`config.mk`:
```
export PLATFORM = sky130hd
export DESIGN_NAME = fxp_row_acc
export DESIGN_NICKNAME = d
export VERILOG_FILES = /design/src/rtl/fxp_row_acc_pkg.sv /design/src/rtl/fxp_align.sv /design/src/rtl/fxp_row_acc.sv
export SDC_FILE = /design/constraint.sdc
export NUM_CORES = 1
export LEC_CHECK = 0
export CAP_MARGIN = 20
export CORE_ASPECT_RATIO = 1.75
export CORE_UTILIZATION = 50
export DETAILED_ROUTE_END_ITERATION = 16
export GPL_TIMING_DRIVEN = 0
export PLACE_DENSITY = 0.71
export SLEW_MARGIN = 20
export SYNTH_ARGS = -nofsm -noshare
export SYNTH_HDL_FRONTEND = slang
export SYNTH_SLANG_ARGS = --single-unit
```
`constraint.sdc`:
```
create_clock -name clk -period 12.45 [get_ports clk]
set_clock_uncertainty 0.1 [all_clocks]
set_input_delay 2.49 -clock clk [delete_from_list [all_inputs] [get_ports clk]]
set_output_delay 2.49 -clock clk [all_outputs]
set_load 0.01 [all_outputs]
```
`src/rtl/fxp_row_acc_pkg.sv`:
```
// Shared constants and state encoding for the dynamic-Q row accumulator.
package fxp_row_acc_pkg;

    localparam int unsigned FXP_WORD_SIZE = 16;
    localparam int unsigned FXP_Q_W       = 4;

    localparam logic [FXP_Q_W-1:0] FXP_QI_MAX  = 4'd15;
    localparam logic [FXP_Q_W-1:0] FXP_CNT_MAX = 4'd15;

    typedef enum logic [1:0] {
        StFirst,
        StAcc,
        StDone
    } state_e;

endpackage

```
`src/rtl/fxp_align.sv`:
```
// Aligns two dynamic-Q operands to the format with the smaller fractional width.
module fxp_align
    import fxp_row_acc_pkg::*;
#(
    parameter int unsigned WORD_SIZE = FXP_WORD_SIZE
) (
    input  logic [WORD_SIZE-1:0] a_data,
    input  logic [FXP_Q_W-1:0]   a_qi,
    input  logic [FXP_Q_W-1:0]   a_qf,
    input  logic [WORD_SIZE-1:0] b_data,
    input  logic [FXP_Q_W-1:0]   b_qi,
    input  logic [FXP_Q_W-1:0]   b_qf,
    output logic [WORD_SIZE-1:0] a_al,
    output logic [WORD_SIZE-1:0] b_al,
    output logic [FXP_Q_W-1:0]   com_qi,
    output logic [FXP_Q_W-1:0]   com_qf
);

    // On equal QF the a-side format wins, so a stream of identical formats never drifts.
    always_comb begin
        a_al   = a_data;
        b_al   = b_data;
        com_qi = a_qi;
        com_qf = a_qf;
        if (a_qf > b_qf) begin
            a_al   = $signed(a_data) >>> (a_qf - b_qf);
            com_qi = b_qi;
            com_qf = b_qf;
        end else begin
            b_al = $signed(b_data) >>> (b_qf - a_qf);
        end
    end

endmodule

```
`src/rtl/fxp_row_acc.sv`:
```
// Streaming row accumulator: aligns each dynamic-Q term to the running sum, adds,
// renormalises by one step, and presents one result word per row.
module fxp_row_acc
    import fxp_row_acc_pkg::*;
#(
    parameter int unsigned WORD_SIZE = FXP_WORD_SIZE,
    parameter int unsigned N_TERMS   = 4
) (
    input  logic                 clk,
    input  logic                 rst_n,
    input  logic                 in_valid,
    output logic                 in_ready,
    input  logic [WORD_SIZE-1:0] in_data,
    input  logic [FXP_Q_W-1:0]   in_qi,
    input  logic [FXP_Q_W-1:0]   in_qf,
    input  logic                 in_last,
    output logic                 out_valid,
    input  logic                 out_ready,
    output logic [WORD_SIZE-1:0] out_data,
    output logic [FXP_Q_W-1:0]   out_qi,
    output logic [FXP_Q_W-1:0]   out_qf,
    output logic                 out_sat,
    output logic                 out_err
);

    localparam logic [WORD_SIZE-1:0] SAT_POS = {1'b0, {(WORD_SIZE-1){1'b1}}};
    localparam logic [WORD_SIZE-1:0] SAT_NEG = {1'b1, {(WORD_SIZE-1){1'b0}}};

    state_e                state_q, state_d;
    logic [WORD_SIZE-1:0]  acc_q, acc_d;
    logic [FXP_Q_W-1:0]    qi_q, qi_d, qf_q, qf_d, cnt_q, cnt_d;
    logic                  sat_q, sat_d, err_q, err_d;

    logic [WORD_SIZE-1:0]        a_raw, b_raw;
    logic signed [WORD_SIZE-1:0] a_al, b_al, sum, half_sum;
    logic [FXP_Q_W-1:0]          com_qi, com_qf, cnt_inc;
    logic                        xfer, fmt_bad, ovf, unf;

    fxp_align #(
        .WORD_SIZE(WORD_SIZE)
    ) u_align (
        .a_data(acc_q),
        .a_qi  (qi_q),
        .a_qf  (qf_q),
        .b_data(in_data),
        .b_qi  (in_qi),
        .b_qf  (in_qf),
        .a_al  (a_raw),
        .b_al  (b_raw),
        .com_qi(com_qi),
        .com_qf(com_qf)
    );

    assign a_al     = a_raw;
    assign b_al     = b_raw;
    assign sum      = a_al + b_al;
    assign half_sum = (a_al >>> 1) + (b_al >>> 1);
    assign ovf      = (a_al[WORD_SIZE-1] == b_al[WORD_SIZE-1]) &&
                      (sum[WORD_SIZE-1] != a_al[WORD_SIZE-1]);
    // Two equal top bits mean the sum wastes an integer bit.
    assign unf      = (sum[WORD_SIZE-1] == sum[WORD_SIZE-2]) && (com_qi > 4'd1);
    assign cnt_inc  = (cnt_q == FXP_CNT_MAX) ? cnt_q : cnt_q + 4'd1;
    assign fmt_bad  = (in_qi == '0) || (in_qf == '0) ||
                      ((32'(in_qi) + 32'(in_qf)) != WORD_SIZE);

    // Gated by rst_n so the block never advertises readiness while held in reset.
    assign in_ready = rst_n && (state_q != StDone);
    assign xfer     = in_valid && in_ready;

    always_comb begin
        state_d = state_q;
        acc_d   = acc_q;
        qi_d    = qi_q;
        qf_d    = qf_q;
        cnt_d   = cnt_q;
        sat_d   = sat_q;
        err_d   = err_q;
        unique case (state_q)
            StFirst: begin
                if (xfer) begin
                    acc_d   = in_data;
                    qi_d    = in_qi;
                    qf_d    = in_qf;
                    cnt_d   = 4'd1;
                    err_d   = err_q || fmt_bad || (in_last && (N_TERMS != 1));
                    state_d = in_last ? StDone : StAcc;
                end
            end
            StAcc: begin
                if (xfer) begin
                    cnt_d = cnt_inc;
                    err_d = err_q || fmt_bad || (in_last && (32'(cnt_inc) != N_TERMS));
                    qi_d  = com_qi;
                    qf_d  = com_qf;
                    if (ovf) begin
                        if (com_qi < FXP_QI_MAX) begin
                            acc_d = half_sum;
                            qi_d  = com_qi + 4'd1;
                            qf_d  = com_qf - 4'd1;
                        end else begin
                            acc_d = a_al[WORD_SIZE-1] ? SAT_NEG : SAT_POS;
                            sat_d = 1'b1;
                        end
                    end else if (unf) begin
                        acc_d = {sum[WORD_SIZE-2:0], 1'b0};
                        qi_d  = com_qi - 4'd1;
                        qf_d  = com_qf + 4'd1;
                    end else begin
                        acc_d = sum;
                    end
                    if (in_last) begin
                        state_d = StDone;
                    end
                end
            end
            StDone: begin
                if (out_ready) begin
                    state_d = StFirst;
                    cnt_d   = '0;
                    sat_d   = 1'b0;
                    err_d   = 1'b0;
                end
            end
            default: state_d = StFirst;
        endcase
    end

    always_ff @(posedge clk or negedge rst_n) begin
        if (!rst_n) begin
            state_q <= StFirst;
            acc_q   <= '0;
            qi_q    <= '0;
            qf_q    <= '0;
            cnt_q   <= '0;
            sat_q   <= 1'b0;
            err_q   <= 1'b0;
        end else begin
            state_q <= state_d;
            acc_q   <= acc_d;
            qi_q    <= qi_d;
            qf_q    <= qf_d;
            cnt_q   <= cnt_d;
            sat_q   <= sat_d;
            err_q   <= err_d;
        end
    end

    assign out_valid = (state_q == StDone);
    assign out_data  = acc_q;
    assign out_qi    = qi_q;
    assign out_qf    = qf_q;
    assign out_sat   = sat_q;
    assign out_err   = err_q;

endmodule
```
======== Word-level counts from Yosys, hierarchy flattened ========
Index checks and enable logic that the tools add are counted.
word-level totals
  flip-flop bits (word level) ............. 32
cells by class
  $add $sub $neg .......................... 10
  $lt $le $gt $ge ......................... 3
  equality and inequality tests ........... 15
  shifts and indexed selects .............. 2
  muxes and demuxes ....................... 42
  reduce and logical (&&, ||, !) cells .... 20
operators by type and width
  kind                 count
  $mux 16              8
  $mux 4               16
  $pmux 16 s2          1
  $sshr 16x4->16       2
  $add 15x15->16       1
  $add 16x16->16       1
  $pmux 4 s2           2
  $add 4x1->4 const B  3
  $ne 2x2->1 const B   6
  $pmux 4 s3           1
  $mux 2               5
  $logic_not 4->1      2
  $reduce_and 4->1     2
  $sub 4x1->4 const B  2
  $sub 4x4->4          2
  $mux 1               6
  $pmux 2 s3           1
  $add 4x4->5          1
  $logic_and 1x1->1    5
  $logic_or 1x1->1     5
  $ne 5x5->1 const B   1
  $reduce_and 5->1     1
  $eq 4x4->1 const B   1
  $gt 4x1->1 const B   1
  other kinds (14)     16

======== Longest topological paths before layout ========
Gate-level depths: netlist of run 1.
  word-level depth ........................ 10
  gate-level depth with buffers ........... 26
  depth with buffers taken out ............ 23

======== Modules after synthesis ========
A second synthesis of run 1 with hierarchy kept.
second synthesis, totals
  cell total of the unflattened synthesis .. 785
  area, all modules ....................... 5813.1 um^2
modules (own cells, without submodules)
  module       instances  cells an instance  area each (um^2)
  fxp_row_acc  1          495                3744.8
  fxp_align    1          290                2068.2

======== Least setup slack after synthesis of run 1 ========
No wires, ideal clock.
  kind .................................... in2reg
  start ................................... input in_qf[0]
  end ..................................... register qi_q[0], in the netlist out_qi[0]
  arrival time ............................ 7365 ps
  slack ................................... 4898 ps
  stages on the path ...................... 24
  cells stage by stage .................... inv_1 > ha_1 > fa_1 > buf_1 > clkbuf_1 > nor2_1 > o21a_1 > a21oi_1 > nand2_1 > nand2_1 > a21oi_1 > o21ai_0 > ha_1 > inv_1 > fa_1 > nand2b_1 > o221ai_2 > nand4_1 > a21oi_1 > a211o_1 > nand2_4 > nor2_4 > mux2_4 > a211oi_2
between the ends
  word-level cells in the longest chain between the ends .. 10
  elaborated cells between the ends (all ways) .. 23
  those cells by class .................... add/sub (5); order compare (3); eq/ne (3); shift (2); mux (8); reduce/logical (2)
RTL lines
  what                               RTL line                          RTL
  from (decl)                        fxp_row_acc.sv:15                 input logic [FXP_Q_W-1:0] in_qf,
  $sub 4x4->4 (on tied branches)     fxp_align.sv:26, fxp_align.sv:30
  $sshr 16x4->16 (on tied branches)  fxp_align.sv:26, fxp_align.sv:30
  $mux 16                            fxp_align.sv:25                   if (a_qf > b_qf) begin
  $add 16x16->16                     fxp_row_acc.sv:56                 assign sum = a_al + b_al;
  $eq 1x1->1                         fxp_row_acc.sv:61                 assign unf = (sum[WORD_SIZE-1] == sum[WORD_SIZE-2]) && (com_qi > 4'd1);
  $logic_and 1x1->1                  fxp_row_acc.sv:61
  $mux 4                             fxp_row_acc.sv:104                end else if (unf) begin
  $mux 4 (*)                         fxp_row_acc.sv:95                 if (ovf) begin
  $mux 4 (*)                         fxp_row_acc.sv:90                 if (xfer) begin
  $pmux 4 s2 (*)                     fxp_row_acc.sv:78                 unique case (state_q)
  to (signal assigned)               fxp_row_acc.sv:140                qi_q <= qi_d;
  to (decl)                          fxp_row_acc.sv:31                 logic [FXP_Q_W-1:0] qi_q, qi_d, qf_q, qf_d, cnt_q, cnt_d;
Mark *: on every way between the ends. The rest lies on a longest branch, timed or not. The select of a mux whose other input is x is not followed.
A chain may end at the register's enable or synchronous reset.

======== Worst setup path after layout of run 1 ========
  start ................................... input in_qf[1]
  end ..................................... register acc_q[1], in the netlist out_data[1]
between the ends
  word-level cells in the longest chain between the ends .. 10
  elaborated cells between the ends (all ways) .. 23
  those cells by class .................... add/sub (4); order compare (3); eq/ne (3); shift (2); mux (9); reduce/logical (2)
RTL lines
  what                               RTL line                          RTL
  $sub 4x4->4 (on tied branches)     fxp_align.sv:26, fxp_align.sv:30
  $sshr 16x4->16 (on tied branches)  fxp_align.sv:26, fxp_align.sv:30
  $mux 16                            fxp_align.sv:25
  $add 16x16->16                     fxp_row_acc.sv:56
  $eq 1x1->1                         fxp_row_acc.sv:61
  $logic_and 1x1->1                  fxp_row_acc.sv:61
  $mux 16                            fxp_row_acc.sv:104
  $mux 16 (*)                        fxp_row_acc.sv:95
  $mux 16 (*)                        fxp_row_acc.sv:90
  $pmux 16 s2 (*)                    fxp_row_acc.sv:78
  to (signal assigned)               fxp_row_acc.sv:131                acc_q <= '0;
  to (signal assigned)               fxp_row_acc.sv:139                acc_q <= acc_d;
  to (decl)                          fxp_row_acc.sv:30                 logic [WORD_SIZE-1:0] acc_q, acc_d;
Marks and branches as above.

==> impl_metrics.csv, run 1 <==
group,metric,value,unit
floorplanning,core-area,11200,um2
placement,place_congestion,1.02,
global_routing,grt_first_pass_wirelength,37700,um
clock_network,clock-root-buffer,"clkbuf_16",
sta,setup_viol,0,
clock_network,clock-sinks,32,
synth,synth-seq-cells,32,
clock_network,cts_tree,"built",
drt,drc,0,
synth,yosysSeqAreaShare,0.137,
cells_and_area,multi_input_area,4660,um2
synth,avgSynthCellArea,7.38,um2
clock_network,path_clk_slew,0.06,ns
setup_path,cp_cell_sequence,"clkdlybuf4s50_1 > inv_1 > fa_1 > a211oi_1 > or3_1 > clkbuf_1 > clkbuf_1 > clkbuf_1 > o21ai_0 > ha_1 > buf_1 > a31oi_1 > a21oi_1 > o22ai_1 > and2_1 > and3_4 > buf_6 > a221oi_2 > nor2_1",
cells_and_area,final_cell_mix,"89 x nand2_1, 83 x nor2_1, 69 x a21oi_1, 55 x clkdlybuf4s50_1, 54 x o21ai_0",
global_routing,use_met2,0.726,
synth,synthFlopType,"dfrtp_1",
setup_path,crit_family,"buffers and inverters",
sta,fmax,106,MHz
setup_path,crit_fanout,10,
sta,rsz0062_at_grt,"no",
sta,fin_setup_tns,0,ns
cells_and_area,syn_to_final_growth,15.4,%
setup_path,path_buf_inv,7,
floorplanning,start_util,0.521,
cells_and_area,drive_gt1_frac,0.0909,
synth,synth_nets,863,
cells_and_area,fillCellCount,1076,
placement,dp_hpwl,19800,um
drt,via_count,6733,
sta,setup_ws,3.05,ns
setup_path,path_class,"in -> reg",
synth,async_flop_share,1.00,
global_routing,antenna_found_initial,0,
floorplanning,die-height,145,um
global_routing,grt_max_degree,27,
clock_network,ctsResizeCount,0,
sta,holdWs,0.393,ns
drt,viasPerCell,6.80,
setup_path,critPathCaptureType,"register",
setup_path,slowest_delay,0.60,ns
synth,synth_cell_type_count,80,
cells_and_area,diodes,0,
global_routing,grtUsageTotal,0.410,
sta,tightest_slew,1.01,ns
cells_and_area,regArea,801,um2
setup_path,critPathSlowestCell,"clkdlybuf4s50_1",
clock_network,cts_buffers,5,
clock_network,post_cts_buffers,0,
sta,finalCritPeriodShare,0.755,
sta,max_slew_margin,0.323,
drt,drtAntennaViolNets,0,
placement,post_dp_cell_area,6590,um2
cells_and_area,nNetsFinal,927,
clock_network,postCtsHoldBufs,0,
synth,yosysWarnings,0,
placement,pre_cts_ws,3.01,ns
drt,dr.pass1.iters,6,
floorplanning,die_area,12200,um2
floorplanning,die_w,83.8,um
outcome,status,"completed",
floorplanning,ios,57,
sta,finalMaxSlewViolations,0,
flow_run,max-cap-violations,0,
global_routing,grt-ovfl-total,0,
sta,hold_violations,0,
drt,wl_per_cell,25.2,um
cells_and_area,final_common_cell,"nand2_1",
clock_network,clock_latency,0.30,ns
hold_path,hold_class,"reg -> reg",
synth,synthCells,793,
clock_network,clockBufferDepth,2,
setup_path,cp-start-kind,"input port",
setup_path,crit_path_frequent_cell,"clkbuf_1",
sta,period_minus_slack,9.40,ns
global_routing,use_met3,0.0648,
floorplanning,std_cell_rows,51,
synth,syn-cell-area,5850,um2
global_routing,grt_pass1_vias,6624,
setup_path,worst_ep_arrival_time,9.46,ns
placement,portBuffers,56,
global_routing,busiest_layer,"met2",
global_routing,met1_usage,0.405,
drt,first_iter_violations,544,
clock_network,htreeDepth,2,
setup_path,cp.required,12.51,ns
cells_and_area,stdcell_area,6750,um2
synth,synth_edf_count,0,
drt,drt_wl_total,24900,um
-- tightest hold or removal path: stages, from the launching register on --
cell and delay, ns:
dfrtp_1 0.35, nand2_1 0.05, o21ai_0 0.06
-- Yosys cell counts, types with 8 or more instances --
| library cell | n | area share |
|---|---|---|
| nor2_1 | 83 | 0.053 |
| o21ai_0 | 54 | 0.046 |
| xor2_1 | 10 | 0.015 |
| mux2i_1 | 37 | 0.063 |
| ha_1 | 36 | 0.077 |
| nor3_1 | 16 | 0.014 |
| xnor2_1 | 21 | 0.031 |
| mux4_2 | 10 | 0.038 |
| nand4_1 | 9 | 0.0096 |
| dfrtp_1 | 32 | 0.14 |
| nor2b_1 | 15 | 0.016 |
| mux2_2 | 12 | 0.023 |
| a21o_1 | 11 | 0.014 |
| buf_2 | 11 | 0.0094 |
| a31oi_1 | 19 | 0.020 |
| a211oi_1 | 19 | 0.024 |
| a21oi_1 | 69 | 0.059 |
| nand2_1 | 89 | 0.057 |
| nand2b_1 | 8 | 0.0086 |
| inv_1 | 42 | 0.027 |
| nand3_1 | 18 | 0.015 |
| clkbuf_1 | 31 | 0.020 |
-- worst paths after layout --
check / startpoint / to / slack (ns) / depth (start not counted)
worst max-delay path: in_qf[1] / out_data[1] / 3.05 / 19
max in group asynchronous: rst_n / cnt_q[0] / 9.87 / 2
min in group asynchronous: rst_n / out_qi[0] / 1.95 / 1
worst min register to register: out_sat / out_sat / 0.39 / 2
worst min-delay path: out_sat / out_sat / 0.39 / 2
worst max register to register: out_qf[0] / out_data[1] / 5.38 / 20
-- state kept, by name (all words and copies together) (netlist names) --
signal	cells
out_data	16
out_err	1
cnt_q	4
out_qf	4
out_sat	1
state_q	2
out_qi	4
-- per-stage QoR --
stage               cells   util
finish                990  0.601
global route          990  0.601
CTS                   990  0.600
detailed placement    982  0.587
global placement      981  0.586
floorplan             793      -
-- per-layer routing --
layer / share of wire / vias up / wire (um)
li1: - / 3032 / -
met1: 0.33 / 3161 / 8220
met2: 0.51 / 398 / 12600
met3: 0.061 / 142 / 1510
met4: 0.10 / 0 / 2550
met5: 0 / - / 0
-- layout make-up --
type                       count  area share
multi-input combinational    667       0.691
sequential                    32       0.119
timing repair buffer          57      0.0853
buffer                        52      0.0354
tap                          132      0.0245
inverter                      42      0.0234
clock buffer                   7      0.0211
clock inverter                 1     0.00111
-- logic make-up after synthesis --
| kind of cell | Yosys count | synth area share |
|---|---|---|
| and+or+nand+nor | 274 | 0.224 |
| AOI/OAI and AO/OA | 260 | 0.300 |
| buffers and inverters | 94 | 0.0678 |
| muxes | 60 | 0.127 |
| adders and majority gates | 41 | 0.0941 |
| xor gates and xnor gates | 32 | 0.0503 |
| DFF | 32 | 0.137 |
Power of run 1 is left out: the tool's default activity adds up to more than one toggle a clock period on the data nets, which glitch-free logic cannot reach.
==> run 2: changes to the inputs <==
Settings changed: PLACE_DENSITY 0.71 to 0.74.
Clock period 12.45 ns to 8.1 ns, I/O delays scaled along.
==> run 2 against run 1 <==
  * Count of clock-buffer cells in the layout decreased by 2
  * Non-clock buffer count rose by 2
  * Setup slack lost 2.9 ns
  * Die area unchanged
  * Largest cell class unchanged
  * Register-to-register slack lost 3.6 ns
  * Critical path depth increased by 7
  * Sequential share of layout area decreased by 0.11 points
  * Flip-flop and latch count unchanged
  * Via count about the same
  * Utilization rose by 0.58 points
  * Routed wire length shrank 3.1%
  * Hold slack got worse by 0.0014 ns
  * Critical endpoint is now out_data[9]
==> impl_metrics.csv, run 2 (synthesis gave the netlist of run 1 again) <==
group,metric,value,unit
floorplanning,die_w,83.8,um
setup_path,r2r_cells,23,
drt,wl_per_cell,24.3,um
placement,place_congestion,1.04,
clock_network,cts_tree,"built",
floorplanning,die_area,12200,um2
setup_path,rrSetupSlack,1.76,ns
outcome,status,"completed",
global_routing,antenna_found_initial,0,
cells_and_area,nNetsFinal,929,
floorplanning,std_cell_rows,51,
floorplanning,start_util,0.521,
setup_path,critPathSlowestCell,"fa_1",
placement,dp.cells,982,
hold_path,hold_path_startpoint,"out_sat",
cells_and_area,largest_reg_flops,16,
sta,finalCritPeriodShare,0.978,
sta,period_minus_slack,7.92,ns
drt,drt_wl_total,24100,um
setup_path,crit_family,"compound AO/OA/AOI/OAI gates",
setup_path,worst_ep_arrival_time,7.97,ns
drt,via_count,6735,
cells_and_area,regArea,801,um2
hold_path,hold_class,"reg -> reg",
global_routing,grt_first_pass_wirelength,37100,um
setup_path,reg2reg_from,"out_qf[0]",
global_routing,grt_pass1_vias,6895,
global_routing,grt_max_degree,21,
drt,viasPerCell,6.79,
clock_network,postCtsHoldBufs,0,
cells_and_area,multi_input_area,4690,um2
drt,drtAntennaViolNets,0,
cells_and_area,fillCellCount,1078,
setup_path,crit_path_frequent_cell,"nand2_1",
drt,first_iter_violations,618,
sta,setup_viol,0,
cells_and_area,final_common_cell,"nand2_1",
drt,dr.pass1.iters,6,
flow_run,max-cap-violations,0,
sta,tightest_slew,0.932,ns
sta,max_slew_margin,0.376,
drt,drc,0,
clock_network,path_clk_slew,0.06,ns
clock_network,clock-root-buffer,"clkbuf_16",
setup_path,slowest_delay,0.67,ns
cells_and_area,syn_to_final_growth,16.5,%
global_routing,grt-ovfl-total,0,
global_routing,grtUsageTotal,0.396,
clock_network,htreeDepth,2,
clock_network,cts_buffers,5,
cells_and_area,drive_gt1_frac,0.110,
floorplanning,ios,57,
sta,hold_violations,0,
clock_network,clock-sinks,32,
sta,finalMaxSlewViolations,0,
setup_path,path_class,"in -> reg",
setup_path,crit_fanout,10,
clock_network,clockBufferDepth,2,
cells_and_area,fin_cells,992,
cells_and_area,final_cell_mix,"89 x nand2_1, 83 x nor2_1, 68 x a21oi_1, 55 x clkdlybuf4s50_1, 50 x o21ai_0",
placement,dp_hpwl,18900,um
setup_path,cp-start-kind,"input port",
setup_path,reg2reg_to,"out_data[9]",
floorplanning,core-area,11200,um2
clock_network,clock_latency,0.29,ns
placement,portBuffers,56,
hold_path,hold_depth,2,
cells_and_area,diodes,0,
setup_path,cp.required,8.15,ns
floorplanning,die-height,145,um
setup_path,path_buf_inv,6,
setup_path,critPathCaptureType,"register",
hold_path,holdPathEnd,"out_sat",
sta,fmax,126,MHz
## run 2: cell types whose count changed in the layout (fill, tap and decap cells not counted), moves of 2 or more
cell and delta:
buf_1 -3, buf_2 +3, buf_4 +4, clkbuf_1 -8, clkbuf_2 +5, clkinv_2 +2
o21ai_0 -4, o21ai_1 +4
## run 2: final cells by class
class,instances,share of cell area
Timing Repair Buffer,61,0.0900
Tap cell,132,0.0242
Inverter,42,0.0231
Clock buffer,5,0.0184
Clock inverter,3,0.00275
Sequential cell,32,0.118
Buffer,50,0.0354
Multi-Input combinational cell,667,0.689
## run 2: worst max-delay path by stage
stage	startpoint	end	slack, ns	cells after the start
6_report	in_qf[0]	out_data[9]	0.18	26
5_1_grt	in_qf[0]	out_data[12]	-0.003	25
4_1_cts	in_qf[0]	out_qf[2]	0.06	25
3_5_place_dp	in_qf[0]	out_qf[2]	-0.59	25
3_3_place_gp	in_qf[0]	out_qf[2]	-0.48	25
2_1_floorplan	in_qf[0]	out_qi[0]	1.42	24
## run 2: stage by stage
stage	TNS, ns	cell area (um2)	utilization	setup WS (ns)	hold WS (ns)
CTS	0	6750	0.601	0.0550	0.392
detailed placement	-9.74	6600	0.588	-0.588	0.375
finish	0	6810	0.607	0.180	0.392
global route	-0.00279	6810	0.607	-0.00279	0.419
global placement	-7.16	6580	0.586	-0.484	0.371
floorplan	0	5850	-	1.42	0.397
## run 2: repair_timing
action | 4_1_cts | 5_1_grt
setup endpoints to repair | 22 | 23
setup buffers | 0 | 4
pin swaps | 0 | 4
resized for setup | 3 | 21
## run 2: routing by layer
layer,vias to the layer above,GRT usage,wire (um)
li1,3033,-,-
met1,3169,0.387,7900
met2,397,0.686,12000
met3,136,0.0523,1550
met4,0,0.405,2710
met5,-,0,0
## run 2: worst reg2reg max path: cells and delay by family (launching register included)
kind | cells | cell delay [ns]
multiplexers | 2 | 0.41
adder cells (fa/ha/maj) | 3 | 0.96
AND/OR/NAND/NOR | 5 | 0.95
buffers and inverters | 5 | 1.12
AO/OA/AOI/OAI | 8 | 2.22
flip-flops | 1 | 0.45
Power of run 2 is left out for the same reason.
